==> src/rtl/osd_mam_pktgen_pkg.sv <==
// Shared definitions for the MAM request packetizer: ring flit type, MAM header layout
// and packetizer FSM states.
package osd_mam_pktgen_pkg;

    localparam logic [5:0] MAM_REQ_TYPE  = 6'h10;
    localparam int unsigned HDR_RW        = 15;
    localparam int unsigned HDR_BURST     = 14;
    localparam int unsigned HDR_BEATS_MSB = 13;

    typedef struct packed {
        logic [15:0] data;
        logic        last;
        logic        valid;
    } dii_flit_t;

    typedef enum logic [2:0] {
        StIdle,
        StDest,
        StSrc,
        StHdr,
        StAddr,
        StData
    } state_e;

    // Beats field is zero for single-word requests.
    function automatic logic [15:0] hdr_flit(logic rw, logic burst, logic [13:0] beats);
        logic [15:0] f;
        f = '0;
        f[HDR_RW] = rw;
        f[HDR_BURST] = burst;
        f[HDR_BEATS_MSB:0] = burst ? beats : 14'd0;
        return f;
    endfunction

endpackage

==> src/rtl/osd_mam_pktgen_if.sv <==
// Request, write-data and ring-output signals of the MAM packetizer.
interface osd_mam_pktgen_if #(
    parameter int unsigned DATA_WIDTH = 16,
    parameter int unsigned ADDR_WIDTH = 32
);
    logic                               req_valid;
    logic                               req_ready;
    logic                               req_rw;
    logic [ADDR_WIDTH-1:0]              req_addr;
    logic                               req_burst;
    logic [13:0]                        req_beats;
    logic                               wdata_valid;
    logic [DATA_WIDTH-1:0]              wdata;
    logic                               wdata_ready;
    osd_mam_pktgen_pkg::dii_flit_t      debug_out;
    logic                               debug_out_ready;

    modport master (
        output req_valid, req_rw, req_addr, req_burst, req_beats, wdata_valid, wdata,
               debug_out_ready,
        input  req_ready, wdata_ready, debug_out
    );

    modport slave (
        input  req_valid, req_rw, req_addr, req_burst, req_beats, wdata_valid, wdata,
               debug_out_ready,
        output req_ready, wdata_ready, debug_out
    );
endinterface

==> src/rtl/mam_word_serializer.sv <==
// Splits a DATA_WIDTH word into 16-bit flits, MSB flit first. Flit 0 is taken straight from
// the incoming word so a word can be emitted the cycle it is accepted.
module mam_word_serializer #(
    parameter int unsigned DATA_WIDTH = 16
) (
    input  logic                  clk,
    input  logic                  rst_n,
    input  logic                  step,
    input  logic [DATA_WIDTH-1:0] word,
    output logic [15:0]           flit,
    output logic                  start,
    output logic                  last
);
    localparam int unsigned WF = DATA_WIDTH / 16;
    localparam int unsigned IW = (WF > 1) ? $clog2(WF) : 1;

    logic [DATA_WIDTH-1:0] sreg_q, sreg_d;
    logic [IW-1:0]         idx_q, idx_d;

    always_comb begin
        start  = (idx_q == '0);
        last   = (idx_q == IW'(WF - 1));
        flit   = start ? word[DATA_WIDTH-1 -: 16] : sreg_q[DATA_WIDTH-1 -: 16];
        sreg_d = sreg_q;
        idx_d  = idx_q;
        if (step) begin
            sreg_d = start ? (word << 16) : (sreg_q << 16);
            idx_d  = last ? '0 : idx_q + 1'b1;
        end
    end

    always_ff @(posedge clk or negedge rst_n) begin
        if (!rst_n) begin
            sreg_q <= '0;
            idx_q  <= '0;
        end else begin
            sreg_q <= sreg_d;
            idx_q  <= idx_d;
        end
    end

endmodule

==> src/rtl/osd_mam_pktgen.sv <==
// Host-side MAM request packetizer: turns (addr, beats) plus a write-data stream into
// dest/src/header/address/data ring packets, splitting bursts at MAX_PKT_LEN flits.
module osd_mam_pktgen
    import osd_mam_pktgen_pkg::*;
#(
    parameter int unsigned DATA_WIDTH  = 16,
    parameter int unsigned ADDR_WIDTH  = 32,
    parameter int unsigned MAX_PKT_LEN = 8
) (
    input  logic             clk,
    input  logic             rst_n,
    input  logic [9:0]       id,
    input  logic [9:0]       mam_id,
    output logic             busy,
    osd_mam_pktgen_if.slave  bus
);
    localparam int unsigned WF  = DATA_WIDTH / 16;
    localparam int unsigned AF  = ADDR_WIDTH / 16;
    localparam int unsigned W0  = (MAX_PKT_LEN - 3 - AF) / WF;
    localparam int unsigned WC  = (MAX_PKT_LEN - 2) / WF;
    localparam int unsigned PW  = $clog2(WC + 1);
    localparam int unsigned AIW = (AF > 1) ? $clog2(AF) : 1;

    state_e                state_q, state_d;
    dii_flit_t             flit_q, flit_d;
    logic                  rw_q, rw_d;
    logic [15:0]           hdr_q, hdr_d;
    logic [ADDR_WIDTH-1:0] addr_q, addr_d;
    logic [13:0]           words_left_q, words_left_d;
    logic [PW-1:0]         pkt_words_q, pkt_words_d;
    logic [AIW-1:0]        addr_idx_q, addr_idx_d;
    logic                  first_q, first_d;
    logic                  rst_done_q;

    logic                  slot_free;
    logic                  ser_step, ser_start, ser_last;
    logic [15:0]           ser_flit;
    logic [13:0]           wl_n;
    logic [PW-1:0]         pw_n, cap;
    logic                  pkt_end;

    mam_word_serializer #(
        .DATA_WIDTH (DATA_WIDTH)
    ) u_ser (
        .clk   (clk),
        .rst_n (rst_n),
        .step  (ser_step),
        .word  (bus.wdata),
        .flit  (ser_flit),
        .start (ser_start),
        .last  (ser_last)
    );

    assign slot_free     = !flit_q.valid || bus.debug_out_ready;
    assign bus.debug_out = flit_q;
    assign busy          = (state_q != StIdle);

    always_comb begin
        state_d      = state_q;
        flit_d       = flit_q;
        rw_d         = rw_q;
        hdr_d        = hdr_q;
        addr_d       = addr_q;
        words_left_d = words_left_q;
        pkt_words_d  = pkt_words_q;
        addr_idx_d   = addr_idx_q;
        first_d      = first_q;
        ser_step     = 1'b0;
        pkt_end      = 1'b0;
        bus.req_ready   = 1'b0;
        bus.wdata_ready = 1'b0;
        cap  = first_q ? PW'(W0) : PW'(WC);
        wl_n = ser_start ? words_left_q - 14'd1 : words_left_q;
        pw_n = ser_start ? pkt_words_q + 1'b1 : pkt_words_q;

        // A consumed flit leaves the slot empty unless something new is loaded below.
        if (bus.debug_out_ready) begin
            flit_d.valid = 1'b0;
            flit_d.last  = 1'b0;
        end

        unique case (state_q)
            StIdle: begin
                bus.req_ready = rst_done_q;
                if (bus.req_valid && rst_done_q) begin
                    rw_d         = bus.req_rw;
                    hdr_d        = hdr_flit(bus.req_rw, bus.req_burst, bus.req_beats);
                    addr_d       = bus.req_addr;
                    words_left_d = !bus.req_rw ? 14'd0 : (bus.req_burst ? bus.req_beats : 14'd1);
                    pkt_words_d  = '0;
                    addr_idx_d   = '0;
                    first_d      = 1'b1;
                    state_d      = StDest;
                end
            end
            StDest: begin
                if (slot_free) begin
                    flit_d  = '{data: {6'h0, mam_id}, last: 1'b0, valid: 1'b1};
                    state_d = StSrc;
                end
            end
            StSrc: begin
                if (slot_free) begin
                    flit_d  = '{data: {MAM_REQ_TYPE, id}, last: 1'b0, valid: 1'b1};
                    state_d = first_q ? StHdr : StData;
                end
            end
            StHdr: begin
                if (slot_free) begin
                    flit_d  = '{data: hdr_q, last: 1'b0, valid: 1'b1};
                    state_d = StAddr;
                end
            end
            StAddr: begin
                if (slot_free) begin
                    flit_d     = '{data: addr_q[ADDR_WIDTH-1 -: 16], last: 1'b0, valid: 1'b1};
                    addr_d     = addr_q << 16;
                    addr_idx_d = addr_idx_q + 1'b1;
                    if (addr_idx_q == AIW'(AF - 1)) begin
                        // No room for a data word in the first packet forces an early close.
                        pkt_end     = !rw_q || (words_left_q == 14'd0) || (W0 == 0);
                        flit_d.last = pkt_end;
                        if (!rw_q || (words_left_q == 14'd0)) begin
                            state_d = StIdle;
                        end else if (pkt_end) begin
                            first_d = 1'b0;
                            state_d = StDest;
                        end else begin
                            state_d = StData;
                        end
                    end
                end
            end
            StData: begin
                bus.wdata_ready = slot_free && ser_start;
                if (slot_free && (!ser_start || bus.wdata_valid)) begin
                    ser_step = 1'b1;
                    flit_d   = '{data: ser_flit, last: 1'b0, valid: 1'b1};
                    if (ser_start) begin
                        words_left_d = wl_n;
                        pkt_words_d  = pw_n;
                    end
                    if (ser_last) begin
                        pkt_end     = (pw_n == cap) || (wl_n == 14'd0);
                        flit_d.last = pkt_end;
                        if (pkt_end) begin
                            pkt_words_d = '0;
                            first_d     = 1'b0;
                            state_d     = (wl_n == 14'd0) ? StIdle : StDest;
                        end
                    end
                end
            end
            default: state_d = StIdle;
        endcase
    end

    always_ff @(posedge clk or negedge rst_n) begin
        if (!rst_n) begin
            state_q      <= StIdle;
            flit_q       <= '0;
            rw_q         <= 1'b0;
            hdr_q        <= '0;
            addr_q       <= '0;
            words_left_q <= '0;
            pkt_words_q  <= '0;
            addr_idx_q   <= '0;
            first_q      <= 1'b0;
            rst_done_q   <= 1'b0;
        end else begin
            state_q      <= state_d;
            flit_q       <= flit_d;
            rw_q         <= rw_d;
            hdr_q        <= hdr_d;
            addr_q       <= addr_d;
            words_left_q <= words_left_d;
            pkt_words_q  <= pkt_words_d;
            addr_idx_q   <= addr_idx_d;
            first_q      <= first_d;
            rst_done_q   <= 1'b1;
        end
    end

endmodule

==> src/flat_wrapper.sv <==
// flat-port wrapper written by rule: the top's interface ports become plain ports
module osd_mam_pktgen_flat import osd_mam_pktgen_pkg::*;
#(
    parameter int unsigned DATA_WIDTH  = 16,
    parameter int unsigned ADDR_WIDTH  = 32,
    parameter int unsigned MAX_PKT_LEN = 8
)
  (clk, rst_n, id, mam_id, busy, bus_req_valid, bus_req_rw, bus_req_addr, bus_req_burst, bus_req_beats, bus_wdata_valid, bus_wdata, bus_debug_out_ready, bus_req_ready, bus_wdata_ready, bus_debug_out);
  osd_mam_pktgen_if #(.DATA_WIDTH(DATA_WIDTH), .ADDR_WIDTH(ADDR_WIDTH)) bus_i ();
  input  logic clk;
  input  logic rst_n;
  input  logic [9:0] id;
  input  logic [9:0] mam_id;
  output logic busy;
  input wire logic [$bits(bus_i.req_valid)-1:0] bus_req_valid;
  input wire logic [$bits(bus_i.req_rw)-1:0] bus_req_rw;
  input wire logic [$bits(bus_i.req_addr)-1:0] bus_req_addr;
  input wire logic [$bits(bus_i.req_burst)-1:0] bus_req_burst;
  input wire logic [$bits(bus_i.req_beats)-1:0] bus_req_beats;
  input wire logic [$bits(bus_i.wdata_valid)-1:0] bus_wdata_valid;
  input wire logic [$bits(bus_i.wdata)-1:0] bus_wdata;
  input wire logic [$bits(bus_i.debug_out_ready)-1:0] bus_debug_out_ready;
  output wire logic [$bits(bus_i.req_ready)-1:0] bus_req_ready;
  output wire logic [$bits(bus_i.wdata_ready)-1:0] bus_wdata_ready;
  output wire logic [$bits(bus_i.debug_out)-1:0] bus_debug_out;
  assign bus_i.req_valid = bus_req_valid;
  assign bus_i.req_rw = bus_req_rw;
  assign bus_i.req_addr = bus_req_addr;
  assign bus_i.req_burst = bus_req_burst;
  assign bus_i.req_beats = bus_req_beats;
  assign bus_i.wdata_valid = bus_wdata_valid;
  assign bus_i.wdata = bus_wdata;
  assign bus_i.debug_out_ready = bus_debug_out_ready;
  assign bus_req_ready = bus_i.req_ready;
  assign bus_wdata_ready = bus_i.wdata_ready;
  assign bus_debug_out = bus_i.debug_out;
  osd_mam_pktgen #(.DATA_WIDTH(DATA_WIDTH), .ADDR_WIDTH(ADDR_WIDTH), .MAX_PKT_LEN(MAX_PKT_LEN)) u_core (.clk(clk), .rst_n(rst_n), .id(id), .mam_id(mam_id), .busy(busy), .bus(bus_i));
endmodule
==> config.mk <==
export PLATFORM = sky130hd
export DESIGN_NAME = osd_mam_pktgen_flat
export DESIGN_NICKNAME = d
export VERILOG_FILES = /design/src/rtl/osd_mam_pktgen_pkg.sv /design/src/rtl/osd_mam_pktgen_if.sv /design/src/rtl/mam_word_serializer.sv /design/src/rtl/osd_mam_pktgen.sv /design/src/flat_wrapper.sv
export SDC_FILE = /design/constraint.sdc
export NUM_CORES = 1
export LEC_CHECK = 0
export BUFFER_PORTS_ARGS = -buffer_cell sky130_fd_sc_hd__buf_2
export CORE_MARGIN = 5
export CORE_UTILIZATION = 54
export DETAILED_ROUTE_END_ITERATION = 8
export GPL_TIMING_DRIVEN = 0
export PLACE_DENSITY = 0.8
export REMOVE_ABC_BUFFERS = 1
export SETUP_SLACK_MARGIN = 0.2
export SYNTH_ARGS = -nofsm -noshare
export SYNTH_HDL_FRONTEND = slang
export SYNTH_SLANG_ARGS = --single-unit
==> constraint.sdc <==
create_clock -name clk -period 2.4 [get_ports clk]
set_clock_uncertainty 0.1 [all_clocks]
set_input_delay 0 -clock clk [delete_from_list [all_inputs] [get_ports clk]]
set_output_delay 0 -clock clk [all_outputs]
set_load 0.01 [all_outputs]
==> results_dict.tcl, run 1 <==
set metrics [dict create \
    status "finished, final reports clean" \
    synth_enable_flop_cells 0 \
    syn_area_per_cell_um2 8.895 \
    antenna_found_initial 0 \
    drv_cap 0 \
    nets 790 \
    numPortBuffers 109 \
    fin_crit_ns 2.176 \
    fin_ws_ns 0.2238 \
    yosysTopAreaCellShare 0.4881 \
    slew_headroom 0.4932 \
    vdd_ir_drop_max_mv 0.6003 \
    placed_area_um2 5162 \
    synthToLayoutAreaGrowth_pct 39.79 \
    core.rowCount 33 \
    drv_slew 0 \
    grt_pass1_wl_um 24160 \
    postRouteAntennaNets 0 \
    start_kind "flip-flop" \
    clock_path_buffers 2 \
    syn_area_um2 4563 \
    drc 0 \
    place_hpwl_um 8905 \
    routed_via_density 6.238 \
    die_area_um2 10390 \
    clkTransAtPathRegs_ns 0.10 \
    synth_flop_cell "dfrtp_1" \
    ys_async_sr_fraction 1.000 \
    critPathRequiredTime_ns 2.57 \
    finalSetupViolations 0 \
    final.setup.tns_ns 0 \
    grt.overflow.total 0 \
    final_cells 808 \
    hold_viol_final 0 \
    cts_tree "yes" \
    clock-sinks 89 \
    diodes 0 \
    synth_largest_area_cell "dfrtp_1" \
    num-fill-cells 538 \
    gp_congestion 0.8414 \
    die_x_um 101.9 \
    yosysMostFrequentCell "nand2_1" \
    synth_cells 513 \
    yosysUniqueCellTypes 60 \
    dr.pass1.iters 6 \
    p_per_area_nw_per_um2 1143 \
    wirelength_um 16150 \
    layout-drive-gt1-share 0.2802 \
    core-area_um2 8217 \
    worst_setup_path_end_kind "flip-flop" \
    drt-wirelength-per-cell_um 19.99 \
    crit_arrival_ns 2.35 \
    initial_core_util 0.5554 \
    r2r_slack_ns 0.22 \
    dp_cells 696 \
    die_h_um 101.9 \
    hp-class "in -> async" \
    grt_pass1_vias 4967 \
    ios 110 \
    clk_latency_ns 0.36 \
    fin_area_um2 6379 \
    synth.cells.most_frequent "nand2_1 (116), dfrtp_1 (89), nor2_1 (41)" \
    seq_area_frac_synth 0.4881 \
    route.vias.total 5040 \
    crit_type "reg -> reg" \
    fmax_mhz 459.5 \
    tightest_slew_ns 0.7594 \
    grt_max_degree 58 \
    pre_cts_ws_ns -0.9864 \
    drt_iter0_drc 560 \
    ys.warnings.count 0 \
    synth-seq-cells 89 \
    leakage_uw 0.002962 \
    htree_levels 3 \
    synth_area_leaders "dfrtp_1 (49%), nand2_1 (9.5%), a22oi_1 (4.3%)" \
    grt_usage 0.3016 \
    grt_setup_unrepaired "yes" \
    clock-root-buffer "clkbuf_8" \
    cts_made_buffers 9 \
    worstPathMaxFanout 15 \
    period_share 0.9068 \
]
## path summary, 6_finish.rpt
check,startpoint,end,depth (start not counted)
max,u_core.state_q[2]$_DFFE_PN0P_,u_core.words_left_q[9]$_DFFE_PN0P_,5
min in group clk,mam_id[7],u_core.bus.debug_out[9]$_DFFE_PN0P_,5
max reg2reg,u_core.state_q[2]$_DFFE_PN0P_,u_core.words_left_q[9]$_DFFE_PN0P_,5
max in group asynchronous,rst_n,u_core.state_q[0]$_DFFE_PN0P_,3
min,rst_n,u_core.pkt_words_q[2]$_DFFE_PN0P_,2
min reg2reg,u_core.addr_q[10]$_DFFE_PN0P_,u_core.addr_q[10]$_DFFE_PN0P_,2
## routing by layer
layer / vias to the layer above / part of all wire / GRT usage
li1: 2218 / - / -
met1: 2382 / 0.36 / 0.3725
met2: 362 / 0.48 / 0.5086
met3: 78 / 0.11 / 0.05666
met4: 0 / 0.047 / 0.1504
met5: - / 0 / 0
## kinds of logic (layout without fill, tap and decap cells)
logic type / Yosys count / in the layout / synth area share
other: 1 / 1 / 0.0008218
AND/OR/NAND/NOR: 231 / 235 / 0.2339
flip-flops: 89 / 89 / 0.4881
AO/OA/AOI/OAI: 137 / 137 / 0.2029
XOR/XNOR: 2 / 2 / 0.003839
multiplexers: 12 / 12 / 0.02907
buffers and inverters: 38 / 224 / 0.03318
adder cells (fa/ha/maj): 3 / 3 / 0.008227
## worst max-delay path: stages (launching register included)
cell and delay, ns:
dfrtp_4 0.59, and3b_2 0.29, and3_4 0.25, nor2_1 0.53, o21ai_0 0.22, o221ai_1 0.11
## placed cells by master (no fill, tap or decap), types with 3 or more instances in the layout
cell,n
a21oi_1,16
a22oi_1,26
buf_4,21
o221ai_1,3
o21ai_0,33
and2_1,3
buf_2,108
a31oi_1,18
nand2_1,115
dlygate4sd3_1,72
nand3_4,3
dfrtp_2,5
dfrtp_4,3
o211ai_1,10
inv_1,5
a221o_1,6
or4_4,3
clkbuf_8,9
nor2b_1,5
nor3_1,4
nand2b_1,3
nor2_1,41
or3_1,4
mux2_2,10
nand3_1,25
dfrtp_1,81
## what timing repair did
action                                  CTS  global route
buffers inserted                          6            14
gates resized for setup                  18            19
pin swaps                                 6             5
gates cloned                              3             1
hold endpoints to repair                166             0
hold buffers                             72             0
endpoints found under the setup margin   87            53
## power breakdown
group	internal, uW	switching (uW)
combinational	1490	2030
sequential	2190	596
clock	392	594
total	4070	3220
## cell type report
cell class / instances / area, um2 / area share
Multi-Input combinational cell: 390 / 2342 / 0.3672
Timing Repair Buffer: 203 / 1461 / 0.2291
Tap cell: 105 / 131.4 / 0.02060
Inverter: 5 / 18.77 / 0.002942
Clock buffer: 10 / 127.6 / 0.02001
Sequential cell: 89 / 2245 / 0.3519
Clock inverter: 6 / 52.55 / 0.008239
## state kept, by name, indices dropped and copies added, names as in the netlist
name                  count
u_core.first_q            1
u_core.state_q            3
u_core.pkt_words_q        3
u_core.rst_done_q         1
u_core.hdr_q             15
u_core.words_left_q      14
u_core.addr_idx_q         1
u_core.bus.debug_out     18
u_core.addr_q            32
u_core.rw_q               1
## stage by stage
| step | total power [uW] | hold slack [ns] | util |
|---|---|---|---|
| 2_1_floorplan | 4629 | -0.3956 | - |
| 3_3_place_gp | 5450 | 0.1190 | 0.6216 |
| 3_5_place_dp | 5626 | -0.1236 | 0.6283 |
| 4_1_cts | 6874 | 0.005178 | 0.7541 |
| 5_1_grt | 7697 | 0.04310 | 0.7763 |
| 6_report | 7293 | 0.01661 | 0.7763 |
No activity file was read; power rests on OpenSTA's default activity.
==> run 2: changes to the inputs <==
--- a/config.mk
+++ b/config.mk
@@ -5,6 +5,7 @@
 export SDC_FILE = /design/constraint.sdc
 export NUM_CORES = 1
 export LEC_CHECK = 0
+export ABC_AREA = 1
 export BUFFER_PORTS_ARGS = -buffer_cell sky130_fd_sc_hd__buf_2
 export CORE_MARGIN = 5
 export CORE_UTILIZATION = 54
==> run 2 against run 1 <==
Non-clock buffer count up 3. Critical path depth rose by 2. Largest cell class unchanged. Combinational power hardly changed.
==> results_dict.tcl, run 2 <==
set metrics [dict create \
    grt_pass1_wl_um 25840 \
    critPathRequiredTime_ns 2.54 \
    clk_latency_ns 0.36 \
    postRouteAntennaNets 0 \
    grt.overflow.total 0 \
    synth.cells.most_frequent "nand2_1 (197), dfrtp_1 (89), nor2_1 (49)" \
    place_hpwl_um 8923 \
    vdd_ir_drop_max_mv 0.7097 \
    ys_async_sr_fraction 1.000 \
    grt_pass1_vias 5403 \
    core.rowCount 34 \
    antenna_found_initial 0 \
    hold_viol_final 0 \
    final_common_cell "nand2_1" \
    worstPathMaxFanout 12 \
    clkTransAtPathRegs_ns 0.10 \
    ff2ff_path_depth 7 \
    initial_core_util 0.5479 \
    switching_share 0.4580 \
    synth_top_family_by_area "simple AND/OR/NAND/NOR gates" \
    synth_cells 601 \
    die_area_um2 10690 \
    internal_power_uw 3913 \
    status "finished, final reports clean" \
    clock-root-buffer "clkbuf_8" \
    routed_via_density 6.024 \
    yosysTopAreaCellShare 0.4730 \
    htree_levels 3 \
    synth_simple_gate_area_frac 0.2859 \
    core-area_um2 8593 \
    wl_met1_um 6110 \
    holdPathStages 5 \
    cts_made_buffers 9 \
    yosysMostFrequentCell "nand2_1" \
    start_kind "flip-flop" \
    seq_area_frac_synth 0.4730 \
    crit_type "reg -> reg" \
    pwr-share-seq 0.362 \
    drt_iter0_drc 560 \
    synth-xor-area-share 0.001860 \
    yosysUniqueCellTypes 38 \
    drc 0 \
    power_uw 7219 \
    pre_cts_ws_ns -0.4810 \
    tightest_slew_ns 1.112 \
    crit_arrival_ns 2.32 \
    finalSetupViolations 0 \
    synth_area_leaders "dfrtp_1 (47%), nand2_1 (16%), o21ai_0 (4.3%)" \
    layout_common_cells "nand2_1 (195), buf_2 (108), dfrtp_1 (88), dlygate4sd3_1 (83), nor2_1 (47)" \
    dr_wl_met3_um 1729 \
    ios 110 \
    num-fill-cells 521 \
    synth_fa_ha_area_frac 0.007972 \
    p_sw_uw 3307 \
    clock_path_buffers 2 \
    grt_setup_unrepaired "yes" \
    synth_compound_area_frac 0.1594 \
    synth_mux_area_frac 0 \
    ys.warnings.count 0 \
    numPortBuffers 109 \
    slew_headroom 0.2564 \
    die_h_um 103.4 \
    gp_congestion 0.9863 \
    route.vias.total 5470 \
    timing.rr.start "u_core.bus.debug_out[0]$_DFF_PN0_" \
    drt-wirelength-per-cell_um 19.11 \
    dr.pass1.iters 5 \
    syn_area_um2 4708 \
    p_clk_frac 0.153 \
    largest-register "u_core.addr_q" \
    nets 886 \
    synth_flop_cell "dfrtp_1" \
    p_per_area_nw_per_um2 1104 \
    syn_area_per_cell_um2 7.834 \
    clock-sinks 89 \
    wl_met2_um 8516 \
    fmax_mhz 459.6 \
    worst_setup_path_end_kind "flip-flop" \
    largest_reg_flops 32 \
    leakage_uw 0.003187 \
    layout-drive-gt1-share 0.2466 \
    drv_slew 0 \
    comb_power_share 0.485 \
    synth_enable_flop_cells 0 \
    fin_ws_ns 0.2241 \
    wirelength_um 17350 \
    synth-seq-cells 89 \
    fin_crit_ns 2.176 \
    grt_max_degree 66 \
    cts_tree "yes" \
    min_from "id[1]" \
    r2r_slack_ns 0.22 \
    period_share 0.9066 \
    top_layer "met4" \
    synthToLayoutAreaGrowth_pct 38.88 \
    grt_usage 0.3135 \
    hp-class "in -> reg" \
    reg2reg_to "u_core.words_left_q[2]$_DFFE_PN0P_" \
    die_x_um 103.4 \
    synth_largest_area_cell "dfrtp_1" \
    drv_cap 0 \
    hold_end "u_core.bus.debug_out[3]$_DFFE_PN0P_" \
]
run 2: logic make-up (layout without fill, tap and decap cells):
group / after synthesis / after routing
XOR/XNOR: 1 / 1
adder cells (fa/ha/maj): 3 / 3
AO/OA/AOI/OAI: 121 / 121
other: 1 / 2
buffers and inverters: 76 / 271
flip-flops: 89 / 89
AND/OR/NAND/NOR: 310 / 313
run 2: area by class of cell:
| cell class | instances | area (um2) | area share |
|---|---|---|---|
| repair inverters | 1 | 7.507 | 0.001148 |
| repair buffers | 206 | 1529 | 0.2338 |
| inverters | 48 | 200.2 | 0.03062 |
| well taps | 108 | 135.1 | 0.02067 |
| multi-input cells | 439 | 2233 | 0.3416 |
| flip-flops and latches | 89 | 2228 | 0.3408 |
| diodes | 1 | 2.502 | 0.0003827 |
| clock buffers | 10 | 137.6 | 0.02105 |
| clock inverters | 6 | 65.06 | 0.009950 |
run 2: repair_timing:
action	CTS	global route
gates resized for setup	7	18
cloned	3	1
buffers inserted	6	7
hold buffers	83	0
endpoints found under the setup margin	71	73
endpoints found under the hold margin	167	0
pin swaps	4	5
run 2: how the worst max path moves through the flow:
stage | cells after the start | slack (ns) | start | endpoint
finish | 7 | 0.22 | u_core.bus.debug_out[0]$_DFF_PN0_ | u_core.words_left_q[2]$_DFFE_PN0P_
global route | 15 | 0.12 | u_core.words_left_q[1]$_DFFE_PN0P_ | u_core.state_q[1]$_DFFE_PN0P_
CTS | 9 | 0.14 | u_core.state_q[0]$_DFFE_PN0P_ | u_core.bus.debug_out[14]$_DFFE_PN0P_
detailed placement | 9 | -0.48 | u_core.state_q[0]$_DFFE_PN0P_ | u_core.bus.debug_out[14]$_DFFE_PN0P_
global placement | 9 | -0.36 | u_core.state_q[0]$_DFFE_PN0P_ | u_core.bus.debug_out[15]$_DFFE_PN0P_
floorplan | 8 | 0.19 | u_core.state_q[2]$_DFFE_PN0P_ | u_core.addr_q[16]$_DFFE_PN0P_
run 2: critical path, cell delays in order (launching register included):
cell and delay, ns:
dfrtp_1 0.38, nand2_2 0.14, nand2_1 0.26, nor2_4 0.08, o21ai_2 0.53, inv_2 0.26, o211ai_1 0.16, o21ai_0 0.13
run 2: power by group through the flow:
stage / clock, uW / combinational, uW / sequential, uW
after global routing: 1150 / 3820 / 2650
after floorplan: 0 / 1990 / 2530
after detailed placement: 0 / 2860 / 2560
after global placement: 0 / 2730 / 2530
after CTS: 1080 / 3070 / 2540
final: 1100 / 3500 / 2610
run 2: routing by layer:
layer / vias up / global-route usage
li1: 2376 / -
met1: 2554 / 0.3638
met2: 423 / 0.5368
met3: 117 / 0.06908
met4: 0 / 0.1733
met5: - / 0
run 2: metrics by stage:
stage | instances | setup TNS, ns | hold slack (ns) | cell area, um2 | utilization
after floorplan | 573 | 0 | -0.3956 | 4557 | -
after global placement | 790 | -10.59 | 0.1067 | 5238 | 0.6095
after detailed placement | 791 | -13.31 | -0.1663 | 5268 | 0.6130
after CTS | 899 | 0 | 0.01154 | 6386 | 0.7432
after global routing | 907 | 0 | 0.03621 | 6536 | 0.7606
final | 908 | 0 | 0.03423 | 6539 | 0.7609
